[src/rtl/arm_task_sequencer_pkg.sv]
// Shared types, state encodings and joint pulse-width constants for the arm sequencer.
package arm_task_sequencer_pkg;

  localparam int unsigned PW_W = 12;

  typedef enum logic [3:0] {
    S_IDLE    = 4'd0,
    S_ABOVE   = 4'd1,
    S_DESCEND = 4'd2,
    S_GRIP    = 4'd3,
    S_LIFT    = 4'd4,
    S_PLACE   = 4'd5,
    S_RELEASE = 4'd6,
    S_RETURN  = 4'd7
  } state_t;

  localparam logic [PW_W-1:0] PW_HOME     = 12'd1500;
  localparam logic [PW_W-1:0] GRIP_OPEN   = 12'd1000;
  localparam logic [PW_W-1:0] GRIP_CLOSED = 12'd2000;
  localparam logic [PW_W-1:0] SH_UP       = 12'd1200;
  localparam logic [PW_W-1:0] SH_DN       = 12'd1000;
  localparam logic [PW_W-1:0] EL_UP       = 12'd1800;
  localparam logic [PW_W-1:0] EL_DN       = 12'd2000;
  localparam logic [PW_W-1:0] PW_MAX      = 12'd2500;
  localparam logic [PW_W-1:0] PW_MIN      = 12'd500;

  // Five servo targets, base first
  typedef struct packed {
    logic [PW_W-1:0] base;
    logic [PW_W-1:0] shoulder;
    logic [PW_W-1:0] elbow;
    logic [PW_W-1:0] wrist;
    logic [PW_W-1:0] grip;
  } pw_set_t;

  // Only the fields that influence motion are kept past validation
  typedef struct packed {
    logic [4:0] location;
    logic [3:0] angle;
  } motion_cmd_t;

  localparam pw_set_t PW_HOME_SET = '{base: PW_HOME, shoulder: PW_HOME, elbow: PW_HOME,
                                      wrist: PW_HOME, grip: GRIP_OPEN};

  // Wrist target from angle code; max 500 + 15*125 fits in 12 bits
  function automatic logic [PW_W-1:0] wrist_pw(input logic [3:0] angle,
                                               input logic [PW_W-1:0] step_us);
    return PW_MIN + 12'(angle) * step_us;
  endfunction

  // Base target from bin index, clamped to the servo maximum
  function automatic logic [PW_W-1:0] base_pw(input logic [4:0] location,
                                              input logic [PW_W-1:0] step_us);
    logic [PW_W-1:0] raw;
    raw = PW_MIN + 12'(location) * step_us;
    return (raw > PW_MAX) ? PW_MAX : raw;
  endfunction

endpackage

[src/rtl/arm_task_sequencer_if.sv]
// Command input from the frame parser and servo/status outputs of the sequencer.
interface arm_task_sequencer_if;
  logic [4:0]  location;
  logic [3:0]  shape;
  logic [3:0]  color;
  logic [3:0]  angle;
  logic        valid;
  logic [11:0] pw_base;
  logic [11:0] pw_shoulder;
  logic [11:0] pw_elbow;
  logic [11:0] pw_wrist;
  logic [11:0] pw_grip;
  logic        busy;
  logic        done;
  logic [3:0]  step;
  logic        reject;

  modport master (
    output location, shape, color, angle, valid,
    input  pw_base, pw_shoulder, pw_elbow, pw_wrist, pw_grip, busy, done, step, reject
  );

  modport slave (
    input  location, shape, color, angle, valid,
    output pw_base, pw_shoulder, pw_elbow, pw_wrist, pw_grip, busy, done, step, reject
  );
endinterface

[src/rtl/arm_task_sequencer_ms_tick_gen.sv]
// Millisecond prescaler: one-cycle tick every TICK_DIV cycles, restartable by clr.
module arm_task_sequencer_ms_tick_gen #(
  parameter int unsigned TICK_DIV = 50_000
) (
  input  logic sys_clk,
  input  logic sys_rst_n,
  input  logic clr,
  output logic tick_c
);

  localparam int unsigned CNT_W = (TICK_DIV > 1) ? $clog2(TICK_DIV) : 1;
  localparam logic [CNT_W-1:0] CNT_LAST = CNT_W'(TICK_DIV - 1);

  logic [CNT_W-1:0] cnt;

  // Divider counter, wraps at TICK_DIV-1 and restarts on every state entry
  always_ff @(posedge sys_clk or negedge sys_rst_n) begin
    if (!sys_rst_n)           cnt <= '0;
    else if (clr)             cnt <= '0;
    else if (cnt == CNT_LAST) cnt <= '0;
    else                      cnt <= cnt + CNT_W'(1);
  end

  assign tick_c = (cnt == CNT_LAST);

endmodule

[src/rtl/arm_task_sequencer.sv]
// Pick-and-place sequencer: buffers one validated command and steps the arm through a fixed motion.
module arm_task_sequencer
  import arm_task_sequencer_pkg::*;
#(
  parameter int unsigned CLK_FREQ   = 50_000_000,
  parameter int unsigned DWELL_MS   = 500,
  parameter int unsigned BASE_STEP  = 100,
  parameter int unsigned WRIST_STEP = 125
) (
  input  logic               sys_clk,
  input  logic               sys_rst_n,
  arm_task_sequencer_if.slave bus
);

  localparam int unsigned TICK_DIV = CLK_FREQ / 1000;
  localparam int unsigned MS_W     = $clog2(DWELL_MS + 1);

  state_t      state, state_nxt;
  logic        valid_d;
  logic        pend;
  motion_cmd_t buf_q;
  logic [4:0]  act_loc_q;
  logic [MS_W-1:0] ms_cnt;
  pw_set_t     pw_q, pw_nxt;
  logic        busy_q, done_q, reject_q;

  logic        tick_c, dwell_done_c, state_chg_c, consume_c;
  logic        cmd_evt_c, cmd_bad_c, buf_full_c;

  assign cmd_evt_c    = bus.valid & ~valid_d;
  assign cmd_bad_c    = (bus.shape == 4'd0) || (bus.color == 4'd0);
  // A slot freed by this cycle's consume may be reused immediately
  assign buf_full_c   = pend & ~consume_c;
  assign dwell_done_c = tick_c && (ms_cnt == MS_W'(DWELL_MS - 1));
  assign state_chg_c  = (state_nxt != state);

  arm_task_sequencer_ms_tick_gen #(.TICK_DIV(TICK_DIV)) u_tick (
    .sys_clk   (sys_clk),
    .sys_rst_n (sys_rst_n),
    .clr       (state_chg_c),
    .tick_c    (tick_c)
  );

  // State register
  always_ff @(posedge sys_clk or negedge sys_rst_n) begin
    if (!sys_rst_n) state <= S_IDLE;
    else            state <= state_nxt;
  end

  // Next state: start on a pending command, otherwise advance after each dwell
  always_comb begin
    state_nxt = state;
    consume_c = 1'b0;
    case (state)
      S_IDLE: begin
        if (pend) begin
          state_nxt = S_ABOVE;
          consume_c = 1'b1;
        end
      end
      S_ABOVE:   if (dwell_done_c) state_nxt = S_DESCEND;
      S_DESCEND: if (dwell_done_c) state_nxt = S_GRIP;
      S_GRIP:    if (dwell_done_c) state_nxt = S_LIFT;
      S_LIFT:    if (dwell_done_c) state_nxt = S_PLACE;
      S_PLACE:   if (dwell_done_c) state_nxt = S_RELEASE;
      S_RELEASE: if (dwell_done_c) state_nxt = S_RETURN;
      S_RETURN:  if (dwell_done_c) state_nxt = S_IDLE;
      default:   state_nxt = S_IDLE;
    endcase
  end

  // Joint targets for the state being entered; untouched joints hold
  always_comb begin
    pw_nxt = pw_q;
    if (state_chg_c) begin
      case (state_nxt)
        S_ABOVE: begin
          pw_nxt.base     = PW_HOME;
          pw_nxt.shoulder = SH_UP;
          pw_nxt.elbow    = EL_UP;
          pw_nxt.wrist    = wrist_pw(buf_q.angle, 12'(WRIST_STEP));
          pw_nxt.grip     = GRIP_OPEN;
        end
        S_DESCEND: begin
          pw_nxt.shoulder = SH_DN;
          pw_nxt.elbow    = EL_DN;
        end
        S_GRIP:    pw_nxt.grip = GRIP_CLOSED;
        S_LIFT: begin
          pw_nxt.shoulder = SH_UP;
          pw_nxt.elbow    = EL_UP;
        end
        S_PLACE:   pw_nxt.base = base_pw(act_loc_q, 12'(BASE_STEP));
        S_RELEASE: pw_nxt.grip = GRIP_OPEN;
        default:   pw_nxt = PW_HOME_SET;
      endcase
    end
  end

  // Dwell counter in ms ticks, restarted on every state entry
  always_ff @(posedge sys_clk or negedge sys_rst_n) begin
    if (!sys_rst_n)       ms_cnt <= '0;
    else if (state_chg_c) ms_cnt <= '0;
    else if (tick_c)      ms_cnt <= ms_cnt + MS_W'(1);
  end

  // Command edge detect, one-entry pending buffer and active location
  always_ff @(posedge sys_clk or negedge sys_rst_n) begin
    if (!sys_rst_n) begin
      valid_d   <= 1'b0;
      pend      <= 1'b0;
      buf_q     <= '0;
      act_loc_q <= '0;
    end else begin
      valid_d <= bus.valid;
      if (consume_c) act_loc_q <= buf_q.location;
      if (cmd_evt_c && !cmd_bad_c && !buf_full_c) begin
        pend  <= 1'b1;
        buf_q <= '{location: bus.location, angle: bus.angle};
      end else if (consume_c) begin
        pend <= 1'b0;
      end
    end
  end

  // Registered outputs, updated on the same edge as the state
  always_ff @(posedge sys_clk or negedge sys_rst_n) begin
    if (!sys_rst_n) begin
      pw_q     <= PW_HOME_SET;
      busy_q   <= 1'b0;
      done_q   <= 1'b0;
      reject_q <= 1'b0;
    end else begin
      pw_q     <= pw_nxt;
      busy_q   <= (state_nxt != S_IDLE);
      done_q   <= (state == S_RETURN) && dwell_done_c;
      reject_q <= cmd_evt_c && (cmd_bad_c || buf_full_c);
    end
  end

  assign bus.pw_base     = pw_q.base;
  assign bus.pw_shoulder = pw_q.shoulder;
  assign bus.pw_elbow    = pw_q.elbow;
  assign bus.pw_wrist    = pw_q.wrist;
  assign bus.pw_grip     = pw_q.grip;
  assign bus.busy        = busy_q;
  assign bus.done        = done_q;
  assign bus.reject      = reject_q;
  assign bus.step        = state;

endmodule
[src/flat_wrapper.sv]
// flat-port wrapper written by rule: the top's interface ports become plain ports
module arm_task_sequencer_flat import arm_task_sequencer_pkg::*;
#(
  parameter int unsigned CLK_FREQ   = 50_000_000,
  parameter int unsigned DWELL_MS   = 500,
  parameter int unsigned BASE_STEP  = 100,
  parameter int unsigned WRIST_STEP = 125
)
  (sys_clk, sys_rst_n, bus_location, bus_shape, bus_color, bus_angle, bus_valid, bus_pw_base, bus_pw_shoulder, bus_pw_elbow, bus_pw_wrist, bus_pw_grip, bus_busy, bus_done, bus_step, bus_reject);
  arm_task_sequencer_if bus_i ();
  input  logic sys_clk;
  input  logic sys_rst_n;
  input wire logic [$bits(bus_i.location)-1:0] bus_location;
  input wire logic [$bits(bus_i.shape)-1:0] bus_shape;
  input wire logic [$bits(bus_i.color)-1:0] bus_color;
  input wire logic [$bits(bus_i.angle)-1:0] bus_angle;
  input wire logic [$bits(bus_i.valid)-1:0] bus_valid;
  output wire logic [$bits(bus_i.pw_base)-1:0] bus_pw_base;
  output wire logic [$bits(bus_i.pw_shoulder)-1:0] bus_pw_shoulder;
  output wire logic [$bits(bus_i.pw_elbow)-1:0] bus_pw_elbow;
  output wire logic [$bits(bus_i.pw_wrist)-1:0] bus_pw_wrist;
  output wire logic [$bits(bus_i.pw_grip)-1:0] bus_pw_grip;
  output wire logic [$bits(bus_i.busy)-1:0] bus_busy;
  output wire logic [$bits(bus_i.done)-1:0] bus_done;
  output wire logic [$bits(bus_i.step)-1:0] bus_step;
  output wire logic [$bits(bus_i.reject)-1:0] bus_reject;
  assign bus_i.location = bus_location;
  assign bus_i.shape = bus_shape;
  assign bus_i.color = bus_color;
  assign bus_i.angle = bus_angle;
  assign bus_i.valid = bus_valid;
  assign bus_pw_base = bus_i.pw_base;
  assign bus_pw_shoulder = bus_i.pw_shoulder;
  assign bus_pw_elbow = bus_i.pw_elbow;
  assign bus_pw_wrist = bus_i.pw_wrist;
  assign bus_pw_grip = bus_i.pw_grip;
  assign bus_busy = bus_i.busy;
  assign bus_done = bus_i.done;
  assign bus_step = bus_i.step;
  assign bus_reject = bus_i.reject;
  arm_task_sequencer #(.CLK_FREQ(CLK_FREQ), .DWELL_MS(DWELL_MS), .BASE_STEP(BASE_STEP), .WRIST_STEP(WRIST_STEP)) u_core (.sys_clk(sys_clk), .sys_rst_n(sys_rst_n), .bus(bus_i));
endmodule
[config.mk]
export PLATFORM = sky130hd
export DESIGN_NAME = arm_task_sequencer_flat
export DESIGN_NICKNAME = d
export VERILOG_FILES = /design/src/rtl/arm_task_sequencer_pkg.sv /design/src/rtl/arm_task_sequencer_if.sv /design/src/rtl/arm_task_sequencer_ms_tick_gen.sv /design/src/rtl/arm_task_sequencer.sv /design/src/flat_wrapper.sv
export SDC_FILE = /design/constraint.sdc
export NUM_CORES = 1
export LEC_CHECK = 0
export ABC_CLOCK_PERIOD_IN_PS = 6100
export BUFFER_PORTS_ARGS = -buffer_cell sky130_fd_sc_hd__buf_4
export CELL_PAD_IN_SITES_DETAIL_PLACEMENT = 1
export CELL_PAD_IN_SITES_GLOBAL_PLACEMENT = 1
export CORE_MARGIN = 2
export CORE_UTILIZATION = 30
export DETAILED_ROUTE_END_ITERATION = 12
export PLACE_DENSITY_LB_ADDON = 0.1
export SLEW_MARGIN = 20
export SYNTH_ARGS = -nofsm -noshare
export SYNTH_HDL_FRONTEND = slang
export SYNTH_HIERARCHICAL = 1
export SYNTH_SLANG_ARGS = --single-unit
[constraint.sdc]
create_clock -name sys_clk -period 6.1 [get_ports sys_clk]
set_clock_uncertainty 0.2 [all_clocks]
set_input_delay 1.22 -clock sys_clk [delete_from_list [all_inputs] [get_ports sys_clk]]
set_output_delay 1.22 -clock sys_clk [all_outputs]
set_load 0.05 [all_outputs]
==> metrics.md, run 1 <==
| Metric | Value |
|---|---|
| Clk_lat worst skew | 0.34 ns |
| GR Overflow Total | 0 |
| Peak supply drop | 0.000129 V |
| Wire length per cell | 15.0 µm |
| WS Path Type | flip-flop to flip-flop |
| Core area | approximately 16000 µm² |
| Adder-Cell Fraction of Synth Area | 12.3% |
| WL final | 11.6 mm |
| Worst slew pin tran | 0.835 ns |
| Starting DRT DRC Count | 124 |
| Avg Cell Area, Syn | 9.67 µm² |
| Post-DRT Antenna Nets | 0 |
| Synth Instances | 501 |
| Post-synth top area share | ~30% |
| Vias per cell | 4.66 |
| Leakage power | 2.50 nW |
| Global-route wire length before repair | about 20 mm |
| Yosys cell types | 70 |
| Hold WS | 0.225 ns |
| Compound-gate portion of the synthesized area | 11.2% |
| Clock Path Buffers | 2 |
| Outcome | finished, final reports clean |
| Most used cell, CP | ha_1 |
| Post-Synth XOR/XNOR Area | around 7.6% |
| CP Capture Type | flip-flop |
| Arrival @ worst endpoint | 3.96 ns |
| Crit path max fanout | 9 |
| Layout overhead on the synthesized area | 16.8% |
| Die area | 17200 µm² |
| Largest family of logic cells by synthesized area | simple AND/OR/NAND/NOR gates |
| Final worst-path cycle share | 64.5% |
| Gpl congestion | 0.774 |
| DR pass1 iterations | 4 |
| Hold crit path type | flip-flop to flip-flop |
| Initial Utilization | 30.6% |
| Share of post-route cells with drive strength above 1 | 21.5% |
| Relative slew slack | 44.3% |
| CTS Sinks | 77 |
| # DRC | 0 |
| Gr usage total | 14.1% |
| Initial antenna violation count | 0 |
| TritonCTS clock tree | built |
| DP HPWL | just under 9 mm |
| #FFs+latches synth | 77 |
| Required time worst endpoint | 6.12 ns |
| CTS Hold Buffers Added | 0 |
| Number of enable flip-flop cells after synthesis | 0 |
| Final nets | a little over 600 |
| Crit path launch type | flip-flop |
| CTS H-tree depth | 3 |
| Slowest CP cell | dfrtp_1 |
| Max-Cap Viols | 0 |
| CP Cell Sequence | inv_1 -> ha_1 -> ha_1 -> ha_1 -> inv_1 -> fa_1 -> nand3b_1 -> a211oi_2 -> or3b_1 -> xnor2_2 -> a21o_1 -> a32o_1 |
| Pins Over Slew Limit | 0 |
| Asr flop ratio synth | 100% |
| # diodes | 0 |
| F_max | 254 MHz |
| Most instantiated cells after synthesis | dfrtp_1, nor2_1, ha_1 |
| Post-synthesis sequential area ratio | 40.2% |
| Final hold vios | 0 |
| PD cells | approximately 460 nW/µm² |
| # setup viols final | 0 |
| RSZ-0062 raised after global routing | false |
| CTS Buf Count | 9 |
| Minimum clock period | 3.94 ns |
| Num rows | 46 |
| Top post-synthesis cells by area | dfrtp_1, ha_1, dfstp_2, buf_4, nor2_1 |
| Count of input and output buffers | 66 |
| Mux cell area share after synthesis | 2.43% |
| Area leader, netlist | dfrtp_1 |
| Final core occ | 35.8% |
| Fin Setup TNS | 0 ns |
| Clk root buf | clkbuf_16 |
| Area share of and/or/nand/nor cells after synthesis | 17.3% |
| Critical path's largest stage delay | 0.51 ns |
| Mapped Area | 4850 µm² |
| Num ports | 87 |
| Vias post-DR | roughly 3600 |
| Die height | 131 µm |
| Post-CTS sizing | 0 |
| Vias in the first global route | about 3800 |
| Post-CTS setup-driven buffer insertion count | 0 |
| Die Width | roughly 130 µm |
| Top FF cell, synth | dfrtp_1 |
| Total number of yosys warnings | 6 |
| Largest net degree at the start of global routing | 51 |
| Clk slew on worst S/H paths | 0.06 ns |
==> path summary, 6_finish.rpt <==
kind	startpoint	end	slack (ns)	cells past startpoint
setup reg to reg	u_core/act_loc_q[0]$_DFFE_PN0P_	u_core/bus.pw_base[5]$_DFFE_PN0P_	2.16	12
setup / recovery	u_core/act_loc_q[0]$_DFFE_PN0P_	u_core/bus.pw_base[5]$_DFFE_PN0P_	2.16	12
hold / removal	u_core/valid_d$_DFF_PN0_	u_core/bus.reject$_DFF_PN0_	0.23	1
hold reg to reg	u_core/valid_d$_DFF_PN0_	u_core/bus.reject$_DFF_PN0_	0.23	1
max in group asynchronous	sys_rst_n	u_core/u_tick/cnt[1]$_DFF_PN0_	4.11	2
min in group asynchronous	sys_rst_n	u_core/bus.pw_grip[4]$_DFFE_PN0P_	0.61	1
==> cell families after synthesis <==
logic type | after synthesis
compound gates | 81
xor+xnor | 41
buf+inv | 80
fa+ha+maj | 44
flops | 77
simple gates | 165
other cells | 2
mux | 11
==> power by group <==
group          internal (mW)  leakage [nW]  total, mW  switching, mW
clock network          0.273         0.133      0.483          0.209
logic                  0.551          1.39       1.43          0.877
registers              0.592         0.975      0.673         0.0808
total                   1.42          2.50       2.58           1.17
==> worst max-delay path: cells and delay by family (launching register included) <==
family,cells,cell delay (ns)
simple gates,2,0.63
compound gates,3,0.84
buf+inv,2,0.16
flops,1,0.51
fa+ha+maj,4,1.27
xor+xnor,1,0.20
==> cell type report <==
class	instances	area (µm²)
inverters	35	131
flip-flops and latches	77	1950
multi-input cells	363	2540
clock buffers	11	233
well taps	216	270
clock inverters	5	28.8
repair buffers	68	510
fillers	1831	10200
==> through the flow <==
step / std cells / instance area [µm²] / power [mW] / setup WS [ns]
2_1_floorplan: 520 / 4920 / 1.77 / 2.56
3_3_place_gp: 759 / 5400 / 2.09 / 2.28
3_5_place_dp: 759 / 5400 / 2.12 / 2.17
4_1_cts: 775 / 5660 / 2.63 / 2.14
5_1_grt: 775 / 5660 / 2.82 / 1.87
6_report: 775 / 5660 / 2.58 / 2.16
==> placed cells by master, fill, tap and decap left out, drive strengths merged, types with 7 or more instances in the layout <==
cell type / count
nand3: 11
xor2: 16
a31oi: 8
nor4: 10
conb: 21
clkbuf: 11
inv: 35
o21ai: 24
dfrtp: 59
nor2: 59
ha: 38
nor3: 7
xnor2: 25
a21oi: 14
buf: 68
nand4: 9
nand2: 37
dfstp: 18
==> metal layers <==
layer  vias up  wire length [µm]  GRT usage [%]
met5         -                 0              0
met4         0               141           5.13
met3         9               471           3.05
met2        66              5120           21.8
met1      1762              5860           19.5
li1       1774                 -              -
==> flip-flops by register name, indices dropped and copies added, names as in the netlist, 2 cells and up <==
signal	cells
u_core/act_loc_q	5
u_core/buf_q	9
u_core/bus.pw_base	10
u_core/bus.pw_grip	2
u_core/bus.pw_shoulder	5
u_core/bus.pw_wrist	12
u_core/bus.step	4
u_core/ms_cnt	9
u_core/u_tick/cnt	16
(Power assumes the default switching activity.)
==> run 2: changes to the inputs <==
--- a/config.mk
+++ b/config.mk
@@ -5,7 +5,7 @@
 export SDC_FILE = /design/constraint.sdc
 export NUM_CORES = 1
 export LEC_CHECK = 0
-export ABC_CLOCK_PERIOD_IN_PS = 6100
+export ABC_CLOCK_PERIOD_IN_PS = 3600
 export BUFFER_PORTS_ARGS = -buffer_cell sky130_fd_sc_hd__buf_4
 export CELL_PAD_IN_SITES_DETAIL_PLACEMENT = 1
 export CELL_PAD_IN_SITES_GLOBAL_PLACEMENT = 1
==> constraint.sdc (replaced) <==
create_clock -name sys_clk -period 3.6 [get_ports sys_clk]
set_clock_uncertainty 0.2 [all_clocks]
set_input_delay 0.72 -clock sys_clk [delete_from_list [all_inputs] [get_ports sys_clk]]
set_output_delay 0.72 -clock sys_clk [all_outputs]
set_load 0.05 [all_outputs]
==> run 2 against run 1 <==
First-iteration DRC count grew 8.1%. Critical path depth is the same. Die area is the same. Non-clock buffer count grew 22. Sequential share of layout area shrank 1.2 points. Via count grew 2.0%. Count of clock-buffer cells in the layout grew 4. Maximum frequency grew 14%. Global-route usage grew 0.25 points. Flip-flop and latch count is the same. Largest power group unchanged.
==> metrics.md, run 2 (same netlist as run 1, synthesis figures left out) <==
| Metric | Value |
|---|---|
| Final nets | 640 (+3.6%) |
| Delay-heaviest family, CP | adder cells |
| Initial antenna violation count | 0 (unchanged) |
| Wire length per cell | 15.1 µm (+1.3%) |
| CP bufs+invs | 2 (unchanged) |
| Combinational power share | 59.1% (+3.8 points) |
| Worst slew pin tran | 0.738 ns (-0.0975 ns) |
| Clk_lat worst skew | 0.33 ns (about the same) |
| Reg area | 1950 µm² (about the same) |
| Critical Path Stages | 12 (unchanged) |
| Outcome | finished, final reports clean |
| Crit path max fanout | 5 (-4) |
| Largest net degree at the start of global routing | 78 (+53%) |
| Setup ws final | 0.159 ns (-2.01 ns) |
| Clock Path Buffers | 2 (unchanged) |
| Worst setup path end | u_core/bus.pw_base[5]$_DFFE_PN0P_ |
| Vias in the first global route | 3830 (+1.6%) |
| Filler cell count | 1824 (-0.38%) |
| CP Cell Sequence | inv_1 -> ha_1 -> ha_1 -> ha_2 -> inv_1 -> fa_2 -> nor2b_1 -> and3b_2 -> or3b_4 -> xnor2_2 -> a21o_1 -> a32o_1 |
| Required time worst endpoint | 3.62 ns (-2.50 ns) |
| CP Capture Type | flip-flop |
| Crit path launch type | flip-flop |
| CTS Sinks | 77 (unchanged) |
| Sw frac | 43.3% (-1.9 points) |
| Int Pwr | 2.70 mW (+91%) |
| Area after DPL | 5540 µm² (+2.6%) |
| Share of post-route cells with drive strength above 1 | 25.3% (+3.8 points) |
| Commonest non-fill, non-tap cell in the layout | buf_4 |
| Layout overhead on the synthesized area | 21.1% |
| Gpl congestion | 0.738 (-4.8%) |
| Placed Instances | 778 (+2.5%) |
| Die height | 131 µm (unchanged) |
| Count of input and output buffers | 66 (unchanged) |
| Die area | 17200 µm² (unchanged) |
| Global-route wire length before repair | 20.0 mm (+1.7%) |
| Slowest CP cell | fa_2 |
| # DRC | 0 (unchanged) |
| DP HPWL | 8.90 mm (+1.3%) |
| TritonCTS clock tree | built |
| Core area | 15800 µm² (unchanged) |
| Num ports | 87 (unchanged) |
| Gr usage total | 14.4% (+0.25 points) |
| Peak supply drop | 0.000318 V (+150%) |
| P_sw | 2.07 mW (+77%) |
| CTS H-tree depth | 3 (unchanged) |
| Non-Filler Instances | 797 (+2.8%) |
| Area of the multi-input gates | 2570 µm² (+1.1%) |
| F_max | 291 MHz (+14%) |
| Leakage power | 2.61 nW (+4.5%) |
| Worst R2R Path Depth | 12 (unchanged) |
| Num rows | 46 (unchanged) |
| Reg with most FFs | u_core/u_tick/cnt |
| WS Path Type | flip-flop to flip-flop |
| Critical path's largest stage delay | 0.43 ns (-0.08 ns) |
| # setup viols final | 0 (unchanged) |
| Initial Utilization | 30.6% (unchanged) |
| Minimum clock period | 3.44 ns (-0.494 ns) |
| Design Area, Final | 5870 µm² (+3.7%) |
| Vias per cell | 4.62 (-0.85%) |
| Fin Setup TNS | 0 ns (unchanged) |
| Clk slew on worst S/H paths | 0.06 ns (about the same) |
| # diodes | 0 (unchanged) |
| DR pass1 iterations | 4 (unchanged) |
| Most frequent cells in the layout | buf_4, nor2_1, dfrtp_1 |
| Clock share of power | 17.8% (-0.9 points) |
| Arrival @ worst endpoint | 3.47 ns (-0.49 ns) |
| Pins Over Slew Limit | 0 (unchanged) |
| Hold crit path type | input port to async pin |
| WL final | 12.1 mm (+4.1%) |
| GR Overflow Total | 0 (unchanged) |
| Clk root buf | clkbuf_16 |
| PD cells | 812 nW/µm² (+78%) |
| Flip-flop count of the largest register after layout | 16 (unchanged) |
| CTS Buf Count | 9 (unchanged) |
| Worst reg-to-reg setup slack | 0.16 ns (-2.01 ns) |
| Critical path origin | u_core/act_loc_q[1]$_DFFE_PN0P_ |
| RSZ-0062 raised after global routing | false |
| Max-Cap Viols | 0 (unchanged) |
| Final worst-path cycle share | 95.6% (+31 points) |
| Final core occ | 37.1% (+1.3 points) |
| Dpl ws | 0.0630 ns (-2.10 ns) |
| Die Width | 131 µm (unchanged) |
| R2r startpoint | u_core/act_loc_q[1]$_DFFE_PN0P_ |
| Final hold vios | 0 (unchanged) |
| Starting DRT DRC Count | 134 (+8.1%) |
| Reg-to-Reg End | u_core/bus.pw_base[5]$_DFFE_PN0P_ |
| Vias post-DR | 3682 (+2.0%) |
| Sequential power share | 23.1% (-2.9 points) |
| Relative slew slack | 50.8% (+6.5 points) |
| Post-DRT Antenna Nets | 0 (unchanged) |
run 2: worst register-to-register path: stages, from the launching register on:
cell and delay [ns]:
dfrtp_1 0.37, inv_1 0.06, ha_1 0.30, ha_1 0.29, ha_2 0.20, inv_1 0.07
fa_2 0.43, nor2b_1 0.15, and3b_2 0.23, or3b_4 0.41, xnor2_2 0.15, a21o_1 0.22
a32o_1 0.26
run 2: timing repair:
action                     CTS  global route
gates resized for setup      0             7
setup buffers                0             3
hold buffers                 0             0
setup endpoints to repair    0             8
run 2: final cells by class:
type | instances | share of cell area [%]
Tap cell | 216 | 4.60
Inverter | 35 | 2.24
Clock inverter | 1 | 0.0852
Clock buffer | 15 | 4.56
Sequential cell | 77 | 33.2
Multi-Input combinational cell | 363 | 43.7
Timing Repair Buffer | 90 | 11.6
run 2: power groups by stage:
| stage | Clock, mW | Sequential [mW] | Combinational [mW] |
|---|---|---|---|
| after CTS | 0.887 | 1.11 | 2.72 |
| after floorplan | 0 | 1.30 | 1.70 |
| after detailed placement | 0 | 1.13 | 2.69 |
| after global routing | 0.921 | 1.12 | 3.11 |
| final | 0.849 | 1.10 | 2.82 |
| after global placement | 0 | 1.12 | 2.66 |
run 2: worst min path at each step:
stage | startpoint | to | slack [ns] | depth (start not counted)
3_5_place_dp | u_core/valid_d$_DFF_PN0_ | u_core/bus.reject$_DFF_PN0_ | 0.22 | 1
3_3_place_gp | u_core/valid_d$_DFF_PN0_ | u_core/bus.reject$_DFF_PN0_ | 0.22 | 1
5_1_grt | u_core/valid_d$_DFF_PN0_ | u_core/bus.reject$_DFF_PN0_ | 0.25 | 1
4_1_cts | u_core/valid_d$_DFF_PN0_ | u_core/bus.reject$_DFF_PN0_ | 0.23 | 1
2_1_floorplan | u_core/valid_d$_DFF_PN0_ | u_core/bus.reject$_DFF_PN0_ | 0.20 | 1
6_report | sys_rst_n | u_core/bus.pw_base[9]$_DFFE_PN0P_ | 0.22 | 1
run 2: metrics by stage:
stage	hold slack (ns)	power (mW)
after floorplan	0.201	3.01
after global placement	0.216	3.78
after detailed placement	0.223	3.82
after CTS	0.230	4.72
after global routing	0.254	5.15
final	0.221	4.77
run 2: layer usage:
layer | share of wire [%] | global-route usage [%]
met3 | 3.7 | 2.93
met1 | 51 | 20.1
met4 | 1.3 | 4.89
met2 | 44 | 22.1
met5 | 0 | 0
==> run 3: changes to the inputs <==
--- a/config.mk
+++ b/config.mk
@@ -7,12 +7,14 @@
 export LEC_CHECK = 0
 export ABC_CLOCK_PERIOD_IN_PS = 3600
 export BUFFER_PORTS_ARGS = -buffer_cell sky130_fd_sc_hd__buf_4
+export CAP_MARGIN = 40
 export CELL_PAD_IN_SITES_DETAIL_PLACEMENT = 1
 export CELL_PAD_IN_SITES_GLOBAL_PLACEMENT = 1
 export CORE_MARGIN = 2
 export CORE_UTILIZATION = 30
 export DETAILED_ROUTE_END_ITERATION = 12
 export PLACE_DENSITY_LB_ADDON = 0.1
+export RECOVER_POWER = 100
 export SLEW_MARGIN = 20
 export SYNTH_ARGS = -nofsm -noshare
 export SYNTH_HDL_FRONTEND = slang
==> run 3 against run 2 <==
The flow now finishes with violations (max-capacitance violations, max-slew violations). Die area unchanged. Power up 0.15%. Sequential share of layout area up 1.0 points. Largest power group unchanged. Largest cell class unchanged.
==> metrics.md, run 3 (same netlist as run 1, synthesis figures left out) <==
| Metric | Value |
|---|---|
| Count of input and output buffers | 66 (unchanged) |
| Die Width | 131 µm (unchanged) |
| Filler cell count | 1847 (+1.3%) |
| GR Overflow Total | 0 (unchanged) |
| Reg with most FFs | u_core/u_tick/cnt |
| Min-Delay Startpoint | u_core/valid_d$_DFF_PN0_ |
| Max-Cap Viols | 1 (+1) |
| Most frequent cells in the layout | nor2_1, dfrtp_1, clkbuf_1 |
| RSZ-0062 raised after global routing | true |
| CTS H-tree depth | 3 (unchanged) |
| Non-Filler Instances | 798 (+0.13%) |
| # DRC | 0 (unchanged) |
| Clk root buf | clkbuf_16 |
| R2r startpoint | u_core/act_loc_q[0]$_DFFE_PN0P_ |
| Clk slew on worst S/H paths | 0.06 ns (about the same) |
| # diodes | 0 (unchanged) |
| Pins Over Slew Limit | 28 (+28) |
| Setup ws final | 0.155 ns (-0.00396 ns) |
| Slowest CP cell | fa_1 |
| F_max | 290 MHz (-0.11%) |
| # setup viols final | 0 (unchanged) |
| WS Path Type | flip-flop to flip-flop |
| Layout overhead on the synthesized area | 17.5% |
| Final hold vios | 0 (unchanged) |
| Failing checks | max-capacitance violations, max-slew violations |
| Critical path's largest stage delay | 0.42 ns (about the same) |
| Hold crit path type | flip-flop to flip-flop |
| Starting DRT DRC Count | 114 (-15%) |
| Reg-to-Reg End | u_core/bus.pw_base[5]$_DFFE_PN0P_ |
| Die height | 131 µm (unchanged) |
| Worst R2R Path Depth | 12 (unchanged) |
| Crit path launch type | flip-flop |
| TritonCTS clock tree | built |
| Share of post-route cells with drive strength above 1 | 16.2% (-9.2 points) |
| Outcome | finished, violations left |
| Required time worst endpoint | 3.62 ns (about the same) |
| Commonest non-fill, non-tap cell in the layout | nor2_1 |
| Arrival @ worst endpoint | 3.47 ns (about the same) |
| Largest net degree at the start of global routing | 52 (-33%) |
| Final worst-path cycle share | 95.7% (+0.11 points) |
| Global-route wire length before repair | 20.5 mm (+2.1%) |
| Wire length per cell | 15.2 µm (+0.68%) |
| Worst reg-to-reg setup slack | 0.15 ns (about the same) |
| Vias post-DR | 3682 (unchanged) |
| Worst slew pin tran | 1.51 ns (+0.774 ns) |
| Core area | 15800 µm² (unchanged) |
| Gr usage total | 14.6% (+0.26 points) |
| Clk_lat worst skew | 0.34 ns (about the same) |
| Final core occ | 36.0% (-1.1 points) |
| WL final | 12.2 mm (+0.80%) |
| DR pass1 iterations | 4 (unchanged) |
| CP Cell Sequence | inv_1 -> ha_1 -> ha_1 -> ha_1 -> inv_1 -> fa_1 -> nor2b_1 -> and3b_1 -> or3b_4 -> xnor2_2 -> a21o_1 -> a32o_1 |
| Clock Path Buffers | 2 (unchanged) |
| Num rows | 46 (unchanged) |
| CTS Sinks | 77 (unchanged) |
| Relative slew slack | -0.803% (-52 points) |
| Dpl ws | 0.0576 ns (-0.00534 ns) |
| Placed Instances | 779 (+0.13%) |
| PD cells | 839 nW/µm² (+3.3%) |
| Initial Utilization | 30.6% (unchanged) |
| Post-DRT Antenna Nets | 0 (unchanged) |
| Initial antenna violation count | 0 (unchanged) |
| Minimum clock period | 3.45 ns (+0.00396 ns) |
| CTS Buf Count | 9 (unchanged) |
| Delay-heaviest family, CP | adder cells |
| DP HPWL | 9.13 mm (+2.6%) |
| CTS Hold Buffers Added | 0 (unchanged) |
| Vias per cell | 4.61 (-0.13%) |
| Hold WS | 0.226 ns (+0.00512 ns) |
| Most used cell, CP | ha_1 |
| Gpl congestion | 0.738 (unchanged) |
| Peak supply drop | 0.000310 V (-2.3%) |
| Crit path max fanout | 5 (unchanged) |
| Vias in the first global route | 3931 (+2.6%) |
| Flip-flop count of the largest register after layout | 16 (unchanged) |
| Leakage power | 2.45 nW (-6.2%) |
| Hold EP | u_core/bus.reject$_DFF_PN0_ |
| CP bufs+invs | 2 (unchanged) |
| Die area | 17200 µm² (unchanged) |
| Num ports | 87 (unchanged) |
| CP Capture Type | flip-flop |
| Final nets | 641 (+0.16%) |
| Worst hold stages | 1 |
-- run 3: routing by layer --
layer | wire (µm) | GRT usage, % | vias to the layer above
li1 | - | - | 1811
met1 | 6090 | 20.1 | 1794
met2 | 5400 | 23.0 | 67
met3 | 506 | 3.09 | 10
met4 | 171 | 4.89 | 0
met5 | 0 | 0 | -
-- run 3: worst max-delay path by stage --
stage | endpoint | slack [ns] | startpoint | depth (start not counted)
finish | u_core/bus.pw_base[5]$_DFFE_PN0P_ | 0.15 | u_core/act_loc_q[0]$_DFFE_PN0P_ | 12
global route | u_core/bus.pw_base[5]$_DFFE_PN0P_ | -0.03 | u_core/act_loc_q[0]$_DFFE_PN0P_ | 12
CTS | u_core/bus.pw_base[5]$_DFFE_PN0P_ | 0.04 | u_core/act_loc_q[2]$_DFFE_PN0P_ | 12
detailed placement | u_core/bus.pw_base[5]$_DFFE_PN0P_ | 0.06 | u_core/act_loc_q[2]$_DFFE_PN0P_ | 12
global placement | u_core/bus.pw_base[5]$_DFFE_PN0P_ | 0.09 | u_core/act_loc_q[2]$_DFFE_PN0P_ | 12
floorplan | u_core/bus.pw_base[5]$_DFFE_PN0P_ | 0.06 | u_core/act_loc_q[0]$_DFFE_PN0P_ | 12
-- run 3: repair_timing --
action	CTS	global route
resized for setup	0	5
setup endpoints to repair	0	10
setup buffers	0	3
-- run 3: power by group --
| part | switching (mW) | leakage [nW] | internal, mW |
|---|---|---|---|
| clock | 0.352 | 0.144 | 0.577 |
| combinational | 1.62 | 1.33 | 1.13 |
| sequential | 0.0897 | 0.974 | 1.00 |
-- run 3: final cells by class --
type	instances	area [µm²]	area share, %
inverter	35	131	2.31
timing repair buffer	91	488	8.57
tap	216	270	4.75
clock buffer	15	268	4.70
clock inverter	1	30.0	0.527
multi-input combinational	363	2560	44.9
sequential	77	1950	34.3
-- run 3: worst reg2reg max path, delay by kind of cell (launching register included) --
kind	cells	cell delay [ns]
adders and majority gates	4	1.24
and+or+nand+nor	3	0.77
AOI/OAI and AO/OA	2	0.49
DFF	1	0.34
xor gates and xnor gates	1	0.15
buffers and inverters	2	0.13
-- run 3: per-stage QoR --
stage | setup TNS, ns | instance area, µm² | power (mW)
after detailed placement | 0 | 5570 | 3.83
after global placement | 0 | 5540 | 3.78
after floorplan | 0 | 4920 | 3.01
after CTS | 0 | 5870 | 4.80
after global routing | -0.0442 | 5690 | 5.17
final | 0 | 5690 | 4.78
